## src/rtl/spi_seq_pkg.sv

```systemverilog
// Shared definitions for the SPI transmit frame sequencer.
//   - seq_state_t : sequencer FSM state encoding (IDLE, SEND, HOLD, WAIT, GAP)
//   - width helpers for the byte index, FIFO level, gap counter and TX count
//   - default parameter values and the widths they imply
package spi_seq_pkg;

  typedef enum logic [2:0] {
    ST_IDLE = 3'd0,
    ST_SEND = 3'd1,
    ST_HOLD = 3'd2,
    ST_WAIT = 3'd3,
    ST_GAP  = 3'd4
  } seq_state_t;

  // Byte index width; a single-byte frame still carries a 1-bit index.
  function automatic int idx_width(input int frame_bytes);
    if (frame_bytes > 1) begin
      return $clog2(frame_bytes);
    end else begin
      return 1;
    end
  endfunction

  function automatic int level_width(input int depth);
    return $clog2(depth + 1);
  endfunction

  // Gap counter width; GAP_CLKS = 0 still gets a 1-bit (unused) counter.
  function automatic int gap_width(input int gap_clks);
    if (gap_clks > 0) begin
      return $clog2(gap_clks + 1);
    end else begin
      return 1;
    end
  endfunction

  function automatic int count_width(input int frame_bytes);
    return $clog2(frame_bytes + 1);
  endfunction

  localparam int DEF_FRAME_BYTES = 2;
  localparam int DEF_FIFO_DEPTH  = 4;
  localparam int DEF_GAP_CLKS    = 8;
  localparam int DEF_MSB_FIRST   = 1;

  localparam int DEF_IDX_W = idx_width(DEF_FRAME_BYTES);
  localparam int DEF_LVL_W = level_width(DEF_FIFO_DEPTH);
  localparam int DEF_GAP_W = gap_width(DEF_GAP_CLKS);
  localparam int DEF_CNT_W = count_width(DEF_FRAME_BYTES);

endpackage

```

## src/rtl/spi_tx_frame_sequencer_fifo.sv

```systemverilog
// sync_fifo: single-clock frame FIFO with first-word-fall-through read data.
// Ports:
//   i_Clk, i_Rst_L : clock, asynchronous active-low reset
//   push, wr_data  : write request and data (ignored while full)
//   pop            : read request; rd_data shows the head entry (ignored while empty)
//   full, empty    : occupancy flags, decoded from the registered level
//   level          : number of stored entries
module sync_fifo #(
  parameter int WIDTH = 16,
  parameter int DEPTH = 4
) (
  input  logic                         i_Clk,
  input  logic                         i_Rst_L,
  input  logic                         push,
  input  logic [WIDTH-1:0]             wr_data,
  input  logic                         pop,
  output logic [WIDTH-1:0]             rd_data,
  output logic                         full,
  output logic                         empty,
  output logic [$clog2(DEPTH+1)-1:0]   level
);

  localparam int PTR_W = $clog2(DEPTH);
  localparam int LVL_W = $clog2(DEPTH + 1);

  logic [WIDTH-1:0] mem_r [DEPTH];
  logic [PTR_W-1:0] wr_ptr_r;
  logic [PTR_W-1:0] rd_ptr_r;
  logic [LVL_W-1:0] count_r;
  logic             push_ok_s;
  logic             pop_ok_s;

  assign full      = (count_r == LVL_W'(DEPTH));
  assign empty     = (count_r == LVL_W'(0));
  assign level     = count_r;
  assign rd_data   = mem_r[rd_ptr_r];
  assign push_ok_s = push & ~full;
  assign pop_ok_s  = pop & ~empty;

  // Storage, pointers and occupancy; pointers wrap naturally since DEPTH is a power of 2.
  always_ff @(posedge i_Clk or negedge i_Rst_L) begin
    if (!i_Rst_L) begin
      for (int i = 0; i < DEPTH; i++) begin
        mem_r[i] <= {WIDTH{1'b0}};
      end
      wr_ptr_r <= {PTR_W{1'b0}};
      rd_ptr_r <= {PTR_W{1'b0}};
      count_r  <= {LVL_W{1'b0}};
    end else begin
      if (push_ok_s) begin
        mem_r[wr_ptr_r] <= wr_data;
        wr_ptr_r        <= wr_ptr_r + PTR_W'(1);
      end
      if (pop_ok_s) begin
        rd_ptr_r <= rd_ptr_r + PTR_W'(1);
      end
      case ({push_ok_s, pop_ok_s})
        2'b10:   count_r <= count_r + LVL_W'(1);
        2'b01:   count_r <= count_r - LVL_W'(1);
        default: count_r <= count_r;
      endcase
    end
  end

endmodule

```

## src/rtl/spi_tx_frame_sequencer.sv

```systemverilog
// spi_tx_frame_sequencer: buffers multi-byte frames and feeds them one byte at a
// time to an SPI master's TX_Byte/TX_DV/TX_Ready handshake.
// Ports:
//   i_Clk, i_Rst_L            : clock, asynchronous active-low reset
//   i_Frame, i_Frame_DV       : frame write port
//   o_Frame_Ready             : FIFO not full
//   o_Fifo_Level, o_Overflow  : stored frames, sticky dropped-write flag
//   i_Mode, i_Trigger         : 1 = streaming, 0 = single-shot armed by i_Trigger edges
//   o_TX_Byte, o_TX_DV        : byte and one-cycle strobe to the SPI master
//   i_TX_Ready                : SPI master ready for a byte
//   o_TX_Count                : constant FRAME_BYTES (bytes per CS-low burst)
//   o_Busy                    : sequencer is not idle
module spi_tx_frame_sequencer
  import spi_seq_pkg::*;
#(
  parameter int FRAME_BYTES = DEF_FRAME_BYTES,
  parameter int FIFO_DEPTH  = DEF_FIFO_DEPTH,
  parameter int GAP_CLKS    = DEF_GAP_CLKS,
  parameter int MSB_FIRST   = DEF_MSB_FIRST
) (
  input  logic                                i_Clk,
  input  logic                                i_Rst_L,
  input  logic [8*FRAME_BYTES-1:0]            i_Frame,
  input  logic                                i_Frame_DV,
  output logic                                o_Frame_Ready,
  output logic [$clog2(FIFO_DEPTH+1)-1:0]     o_Fifo_Level,
  output logic                                o_Overflow,
  input  logic                                i_Mode,
  input  logic                                i_Trigger,
  output logic [7:0]                          o_TX_Byte,
  output logic                                o_TX_DV,
  input  logic                                i_TX_Ready,
  output logic [$clog2(FRAME_BYTES+1)-1:0]    o_TX_Count,
  output logic                                o_Busy
);

  localparam int FW    = 8 * FRAME_BYTES;
  localparam int IDX_W = idx_width(FRAME_BYTES);
  localparam int LVL_W = level_width(FIFO_DEPTH);
  localparam int GAP_W = gap_width(GAP_CLKS);
  localparam int CNT_W = count_width(FRAME_BYTES);

  seq_state_t       state_r;
  seq_state_t       state_nxt_s;
  logic [IDX_W-1:0] idx_r;
  logic [IDX_W-1:0] idx_nxt_s;
  logic [GAP_W-1:0] gap_r;
  logic [GAP_W-1:0] gap_nxt_s;
  logic [FW-1:0]    frame_r;
  logic [FW-1:0]    frame_nxt_s;
  logic [7:0]       tx_byte_r;
  logic [7:0]       tx_byte_nxt_s;
  logic             tx_dv_r;
  logic             tx_dv_nxt_s;
  logic [7:0]       cur_byte_s;
  logic             pop_s;
  logic             push_s;
  logic             trig_q_r;
  logic             trig_rise_s;
  logic             arm_r;
  logic             arm_nxt_s;
  logic             overflow_r;
  logic             fifo_full_s;
  logic             fifo_empty_s;
  logic [LVL_W-1:0] fifo_level_s;
  logic [FW-1:0]    fifo_rd_data_s;

  assign push_s        = i_Frame_DV & ~fifo_full_s;
  assign trig_rise_s   = i_Trigger & ~trig_q_r;
  assign o_Frame_Ready = ~fifo_full_s;
  assign o_Fifo_Level  = fifo_level_s;
  assign o_Overflow    = overflow_r;
  assign o_TX_Byte     = tx_byte_r;
  assign o_TX_DV       = tx_dv_r;
  assign o_TX_Count    = CNT_W'(FRAME_BYTES);
  assign o_Busy        = (state_r != ST_IDLE);

  sync_fifo #(
    .WIDTH (FW),
    .DEPTH (FIFO_DEPTH)
  ) u_fifo (
    .i_Clk   (i_Clk),
    .i_Rst_L (i_Rst_L),
    .push    (push_s),
    .wr_data (i_Frame),
    .pop     (pop_s),
    .rd_data (fifo_rd_data_s),
    .full    (fifo_full_s),
    .empty   (fifo_empty_s),
    .level   (fifo_level_s)
  );

  // Select the byte addressed by the index; MSB_FIRST walks from the top byte down.
  always_comb begin
    if (MSB_FIRST != 0) begin
      cur_byte_s = 8'(frame_r >> (8 * (FRAME_BYTES - 1 - int'(idx_r))));
    end else begin
      cur_byte_s = 8'(frame_r >> (8 * int'(idx_r)));
    end
  end

  // Next-state and datapath decisions of the sequencer FSM.
  always_comb begin
    state_nxt_s   = state_r;
    idx_nxt_s     = idx_r;
    gap_nxt_s     = gap_r;
    frame_nxt_s   = frame_r;
    tx_byte_nxt_s = tx_byte_r;
    tx_dv_nxt_s   = 1'b0;
    pop_s         = 1'b0;
    case (state_r)
      ST_IDLE: begin
        // i_Mode is only looked at here, so a mode change lands between frames.
        if (!fifo_empty_s && (i_Mode || arm_r)) begin
          pop_s       = 1'b1;
          frame_nxt_s = fifo_rd_data_s;
          idx_nxt_s   = {IDX_W{1'b0}};
          state_nxt_s = ST_SEND;
        end else begin
          state_nxt_s = ST_IDLE;
        end
      end
      ST_SEND: begin
        if (i_TX_Ready) begin
          tx_dv_nxt_s   = 1'b1;
          tx_byte_nxt_s = cur_byte_s;
          state_nxt_s   = ST_HOLD;
        end else begin
          state_nxt_s = ST_SEND;
        end
      end
      ST_HOLD: begin
        // The master drops ready one cycle after the strobe; skip that stale cycle.
        state_nxt_s = ST_WAIT;
      end
      ST_WAIT: begin
        if (i_TX_Ready) begin
          if (idx_r < IDX_W'(FRAME_BYTES - 1)) begin
            idx_nxt_s   = idx_r + IDX_W'(1);
            state_nxt_s = ST_SEND;
          end else if (GAP_CLKS > 0) begin
            gap_nxt_s   = GAP_W'(GAP_CLKS);
            state_nxt_s = ST_GAP;
          end else begin
            state_nxt_s = ST_IDLE;
          end
        end else begin
          state_nxt_s = ST_WAIT;
        end
      end
      ST_GAP: begin
        if (gap_r <= GAP_W'(1)) begin
          state_nxt_s = ST_IDLE;
        end else begin
          gap_nxt_s   = gap_r - GAP_W'(1);
          state_nxt_s = ST_GAP;
        end
      end
      default: begin
        state_nxt_s = ST_IDLE;
      end
    endcase
  end

  // Sequencer state and registered transmit outputs.
  always_ff @(posedge i_Clk or negedge i_Rst_L) begin
    if (!i_Rst_L) begin
      state_r   <= ST_IDLE;
      idx_r     <= {IDX_W{1'b0}};
      gap_r     <= {GAP_W{1'b0}};
      frame_r   <= {FW{1'b0}};
      tx_byte_r <= 8'h00;
      tx_dv_r   <= 1'b0;
    end else begin
      state_r   <= state_nxt_s;
      idx_r     <= idx_nxt_s;
      gap_r     <= gap_nxt_s;
      frame_r   <= frame_nxt_s;
      tx_byte_r <= tx_byte_nxt_s;
      tx_dv_r   <= tx_dv_nxt_s;
    end
  end

  // Arm flag: a fresh trigger edge wins over the clear from a pop in the same cycle.
  always_comb begin
    if (i_Mode) begin
      arm_nxt_s = 1'b0;
    end else if (trig_rise_s) begin
      arm_nxt_s = 1'b1;
    end else if (pop_s) begin
      arm_nxt_s = 1'b0;
    end else begin
      arm_nxt_s = arm_r;
    end
  end

  // Trigger edge history, arm flag and sticky overflow.
  always_ff @(posedge i_Clk or negedge i_Rst_L) begin
    if (!i_Rst_L) begin
      trig_q_r   <= 1'b0;
      arm_r      <= 1'b0;
      overflow_r <= 1'b0;
    end else begin
      trig_q_r <= i_Trigger;
      arm_r    <= arm_nxt_s;
      if (i_Frame_DV && fifo_full_s) begin
        overflow_r <= 1'b1;
      end
    end
  end

endmodule
```

## config.mk

```make
export PLATFORM = sky130hd
export DESIGN_NAME = spi_tx_frame_sequencer
export DESIGN_NICKNAME = d
export VERILOG_FILES = /design/src/rtl/spi_seq_pkg.sv /design/src/rtl/spi_tx_frame_sequencer_fifo.sv /design/src/rtl/spi_tx_frame_sequencer.sv
export SDC_FILE = /design/constraint.sdc
export NUM_CORES = 1
export LEC_CHECK = 0
export ABC_AREA = 1
export CORE_MARGIN = 4
export CORE_UTILIZATION = 50
export CTS_CLUSTER_DIAMETER = 50
export DETAILED_ROUTE_END_ITERATION = 12
export GPL_TIMING_DRIVEN = 1
export PLACE_DENSITY = 0.82
export SLEW_MARGIN = 20
export SYNTH_ARGS = -nofsm -noshare
export SYNTH_HDL_FRONTEND = slang
export SYNTH_HIERARCHICAL = 1
export SYNTH_SLANG_ARGS = --single-unit
```

## constraint.sdc

```tcl
create_clock -name i_Clk -period 3.28 [get_ports i_Clk]
set_input_delay 0.656 -clock i_Clk [delete_from_list [all_inputs] [get_ports i_Clk]]
set_output_delay 0.656 -clock i_Clk [all_outputs]
set_load 0.1 [all_outputs]
```

# --- After elaboration in Yosys (flattened, before gate mapping) ---
# Cells that the tools add are included.
totals:
  mem_bits_rw: 0
  elab_cells: 94
  reg_bits: 107
  output_inout_bits: 17
  mem_count: 0
  rom_bits: 0
  latchBits: 0
  input_bits: 22
classes:
  multipliers: 0
  n_mux: 28
  n_bitwise: 9
  n_eq_ne: 12
  n_shift: 1
  n_addsub: 7
  n_reduce_logical: 16
  n_lt_le_gt_ge: 5
  div: 0
op_table:
  columns: ["operator", "count"]
  rows:
  - ["64-bit bitwise mux", 1]
  - ["16-bit 2-to-1 mux", 3]
  - ["16-bit binary-select mux with 2-bit select", 1]
  - ["16-bit demux with 2-bit select", 1]
  - ["16-bit by 32-bit >> shifter with 8-bit output", 1]
  - ["3-bit case mux with 5 select lines", 1]
  - ["4-bit 2-to-1 mux", 3]
  - ["1-bit 2-to-1 mux", 11]
  - ["2-bit != test, second input constant", 5]
  - ["3-bit 2-to-1 mux", 3]
  - ["4-bit case mux with 2 select lines", 1]
  - ["4-bit AND reduction", 2]
  - ["3-bit by 2-bit equality test with 1-bit output, second input constant", 2]
  - ["3-bit equality test, second input constant", 2]
  - ["3-bit greater-or-equal comparator, second input constant", 2]
  - ["3-bit zero test", 2]
  - ["2-bit NOT with 3-bit output", 2]
  - ["3-bit case mux with 2 select lines", 1]
  - ["2-bit nonzero test", 3]
  - ["3-bit nonzero test", 2]
  - ["2-bit by 1-bit adder with 2-bit output, second input constant", 2]
  - ["1-bit AND", 4]
  - ["4-bit by 1-bit less-or-equal comparator with 1-bit output, second input constant", 1]
  - ["2-bit AND reduction", 2]
  - ["other kinds (16)", 20]

# --- Logic depth before layout (Yosys ltp) ---
depth:
  word_depth: 8
  ltp_mapped: 17
  mapped_depth_nobuf: 16

# --- Cells and area by module ---
# The synthesis kept the hierarchy.
modules_own_cells:
  columns: ["mod", "area_per_inst_um2", "cells_each", "n_inst"]
  rows:
  - ["sync_fifo", 3595.9, 448, 1]
  - ["spi_tx_frame_sequencer", 1699.1, 193, 1]

# --- Worst setup path before layout ---
# Ideal clock, no wire load.
synth_timing:
  kind: "reg2reg"
  from: "reg u_fifo.count_r[1], in the netlist u_fifo/level[1]"
  to: "reg u_fifo.count_r[1], in the netlist u_fifo/level[1]"
  t_required_ns: 3.197
  stages_incl_launch_ff: 14
  arrival_ns: 2.860
  n_path_buf: 4
  period_less_slack_ns: 2.943
  setup_slack_ns: 0.337
  path_cell_list: "dfrtp_1 > nor2_2 > nand2_4 > buf_6 > buf_6 > inv_2 > nor2_1 > buf_2 > buf_4 > nand2_1 > ha_1 > inv_1 > fa_1 > o21ai_0"
synth_rtl:
  columns: ["element", "line", "text"]
  rows:
  - ["from (decl)", "spi_tx_frame_sequencer_fifo.sv:29", "logic [LVL_W-1:0] count_r;"]
  - ["from (signal assigned)", "spi_tx_frame_sequencer_fifo.sv:48", "count_r <= {LVL_W{1'b0}};"]
  - ["from (signal assigned)", "spi_tx_frame_sequencer_fifo.sv:58", "2'b10: count_r <= count_r + LVL_W'(1);"]
  - ["from (signal assigned)", "spi_tx_frame_sequencer_fifo.sv:59", "2'b01: count_r <= count_r - LVL_W'(1);"]
  - ["3-bit equality test (*)", "spi_tx_frame_sequencer_fifo.sv:33", "assign full = (count_r == LVL_W'(DEPTH));"]
  - ["net fifo_full_s", "spi_tx_frame_sequencer.sv:63", "logic fifo_full_s;"]
  - ["1-bit NOT (*)", "spi_tx_frame_sequencer.sv:68", "assign push_s = i_Frame_DV & ~fifo_full_s;"]
  - ["1-bit AND (*)", "spi_tx_frame_sequencer.sv:68", null]
  - ["net push_s", "spi_tx_frame_sequencer.sv:57", "logic push_s;"]
  - ["1-bit AND (*)", "spi_tx_frame_sequencer_fifo.sv:37", "assign push_ok_s = push & ~full;"]
  - ["2-bit by 1-bit equality test with 1-bit output / 2-bit equality test (equally long branches)", "spi_tx_frame_sequencer_fifo.sv:57", "case ({push_ok_s, pop_ok_s})"]
  - ["3-bit case mux with 2 select lines / 2-bit nonzero test (equally long branches)", null, null]
# The timed path passes the listed nets; every way through them passes the cells marked *.
# A chain may end at the register's enable or synchronous reset.

# --- Worst setup path after layout ---
layout_timing:
  from: "in i_Mode"
  to: "reg u_fifo.count_r[2], in the netlist u_fifo/level[2]"
layout_between:
  elab_chain_len: 7
layout_rtl:
  columns: ["element", "line", "text"]
  rows:
  - ["from (decl)", "spi_tx_frame_sequencer.sv:28", "input logic i_Mode,"]
  - ["1-bit logical OR (*)", "spi_tx_frame_sequencer.sv:114", "if (!fifo_empty_s && (i_Mode || arm_r)) begin"]
  - ["1-bit logical AND (*)", "spi_tx_frame_sequencer.sv:114", null]
  - ["1-bit 2-to-1 mux (*)", "spi_tx_frame_sequencer.sv:114", null]
  - ["1-bit 2-to-1 mux (*)", "spi_tx_frame_sequencer.sv:111", "case (state_r)"]
  - ["1-bit AND (*)", "spi_tx_frame_sequencer_fifo.sv:38", "assign pop_ok_s = pop & ~empty;"]
  - ["net u_fifo.pop_ok_s", "spi_tx_frame_sequencer_fifo.sv:31", "logic pop_ok_s;"]
  - ["2-bit by 1-bit equality test with 1-bit output / 2-bit equality test (equally long branches)", "spi_tx_frame_sequencer_fifo.sv:57", null]
  - ["3-bit case mux with 2 select lines / 2-bit nonzero test (equally long branches)", null, null]
  - ["to (signal assigned)", "spi_tx_frame_sequencer_fifo.sv:58", null]
  - ["to (signal assigned)", "spi_tx_frame_sequencer_fifo.sv:59", null]
  - ["to (signal assigned)", "spi_tx_frame_sequencer_fifo.sv:60", "default: count_r <= count_r;"]
# Marks and branches as above.

==> impl_metrics.toml <==
[status]
status = "complete, no violations"

[cts]
cts.repair.resized = 0
cts_sinks = 107
clkTransAtPathRegs_ns = 0.10
htreeDepth = 3
cts_buffers = 9
insertion_delay_ns = 0.37
cts_hold_buf = 0
cts_buffer_depth = 2
cts_tree = "done"
cts_root_buf = "clkbuf_8"
postCtsSetupBuffers = 0

[flow_run]
drv_cap = 0

[sta]
rsz0062_at_grt = "no"
fin_setup_tns_ns = 0
maxSlewHeadroom = 0.389
final-hold-violation-count = 0
drv_slew = 0
fin_crit_ns = 2.44
layout_worst_path_cycle_share = 0.744
skew_ns = 0.0128
fmax_ghz = 0.410
tightest_slew_ns = 0.917
setup_viol = 0

[critical_path]
cpMostUsedCell = "nand2_1"
cp-end-kind = "register"
regToRegSetupSlack_ns = 0.92
startpoint = "i_Mode"
worstPathRequired_ns = 3.54
path_cells = "clkdlybuf4s50_1, nor2_1, nor2_1, nand2_4, inv_4, nand2_1, inv_1, ha_1, inv_1, fa_1, nand2_1, nand3_1, nand2_1, nand2_1"
crit_path_max_incr_delay_ns = 0.48
crit_family = "simple AND/OR/NAND/NOR gates"
cp.buffers_inverters = 4
setup.worst_path.class = "in2reg"
crit_slowest_cell = "clkdlybuf4s50_1"
critPathArrivalTime_ns = 2.71
worstPathMaxFanout = 12
r2r_start = "u_fifo/level[2]$_DFFE_PN0P_"
critPathLaunchType = "primary input"

[yosys]
synthCells = 641
yosysUniqueCellTypes = 34
yosys_warnings = 6
postSynthAreaPerCell_um2 = 8.26
synth_area_mm2 = 0.00530
synth-edff-count = 0
ys_seq_area_frac = 0.506
synthesis.nets = 671
yosys-top-cells-area = "dfrtp_1, nand2_1, nand4_1"
yosysTopAreaCellShare = 0.506
yosys_register_bits = 107
async_flop_share = 1.00
yosysTopAreaCell = "dfrtp_1"
synth_ff_type = "dfrtp_1"

[global_route]
grt_max_degree = 76
grt_pass1_vias = 4206
grt-ovfl-total = 0
grt_usage = 0.198
grt_pass1_wl_um = 20000
antenna_found_initial = 0

[floorplan]
initial_core_util = 0.513
dieArea_mm2 = 0.0123
dieWidth_um = 111
rows = 37
die_y_um = 111
ios = 39
core_mm2 = 0.0103

[pwr]
powerDensity_mw_per_mm2 = 1080
p_leak_nw = 2.96
peakVddDrop_v = 0.000656
fin_total_pwr_mw = 6.26

[drt]
final_antenna_net_count = 0
drt_pass1_iterations = 5
viasPerCell = 5.51
drt_wl_total_um = 11900
drc = 0
drt_iter0_markers = 308
num_vias = 4388
drt-wirelength-per-cell_um = 14.9

[worst_hold_path]
hp-class = "in2async"

[placement]
gp_congestion = 0.817
placedCellCount = 782
port_buffers = 36
dp_hpwl_um = 7810

[layout]
drive_above_1_share = 0.114
final_cell_mix = "nand2_1, dfrtp_1, nor2_1, nand4_1, o21ai_0"
area_growth_pct = 9.71
utilization = 0.563
final_common_cell = "nand2_1"
diodes = 0
nets = 687
fin_cells = 796
==> path summary, 6_finish.rpt <==
kind                                                 to  depth (start not counted)
setup / recovery            u_fifo/level[2]$_DFFE_PN0P_                         14
hold / removal                     gap_r[3]$_DFFE_PN0P_                          1
setup reg to reg            u_fifo/level[2]$_DFFE_PN0P_                         15
hold reg to reg            u_fifo/mem_r[13]$_DFFE_PN0P_                          2
max in group asynchronous  u_fifo/mem_r[41]$_DFFE_PN0P_                          2
min in group i_Clk         u_fifo/mem_r[13]$_DFFE_PN0P_                          2
==> per-stage QoR <==
step	area [um^2]	hold WS, ns	setup slack, ns
floorplan	5300	0.360	0.337
global placement	5610	0.448	0.626
detailed placement	5610	0.454	0.485
CTS	5810	0.438	0.865
global route	5810	0.471	0.659
finish	5810	0.404	0.838
==> cell type report <==
type	count	area, um^2
clock inverter	5	78.8
multi-input combinational	457	2210
clock buffer	9	124
inverter	33	126
tap	136	170
fill	927	4510
timing repair buffer	49	418
sequential	107	2680
==> report_power, final <==
part           switching (mW)  internal, mW
sequential              0.391          1.91
combinational            2.23         0.884
clock                   0.431         0.422
==> per-layer routing <==
metal	GRT usage	up-vias	share of wire
met5	0	-	0
met2	0.328	136	0.49
met3	0.0442	18	0.058
li1	-	2124	-
met4	0.0681	0	0.014
met1	0.257	2110	0.44
==> state kept, by name, indices dropped and copies added (netlist names), 2 cells and up <==
register / cells
state_r: 3
gap_r: 4
u_fifo/mem_r: 64
u_fifo/rd_ptr_r: 2
u_fifo/level: 3
u_fifo/wr_ptr_r: 2
frame_r: 16
o_TX_Byte: 8
==> Yosys cell counts, types with 7 or more instances <==
cell type / instances
o21ai_0: 39
buf_2: 18
dfrtp_1: 107
ha_1: 7
nor2_1: 68
nand4_1: 65
nand2_1: 205
o21ai_1: 22
buf_4: 10
a21oi_1: 7
nand3_1: 11
o21ai_2: 7
inv_1: 26
clkbuf_1: 7
==> cells by family (layout without fill, tap and decap cells) <==
family                     Yosys count  after routing  share of synthesized area
AOI/OAI and AO/OA                   78             78                     0.0801
xor gates and xnor gates             2              2                    0.00331
adders and majority gates            8              8                     0.0203
buffers and inverters               77             96                     0.0775
DFF                                107            107                      0.506
other                                2              2                    0.00142
and+or+nand+nor                    367            367                      0.312
Note: power is estimated with default switching activity, not from simulation.
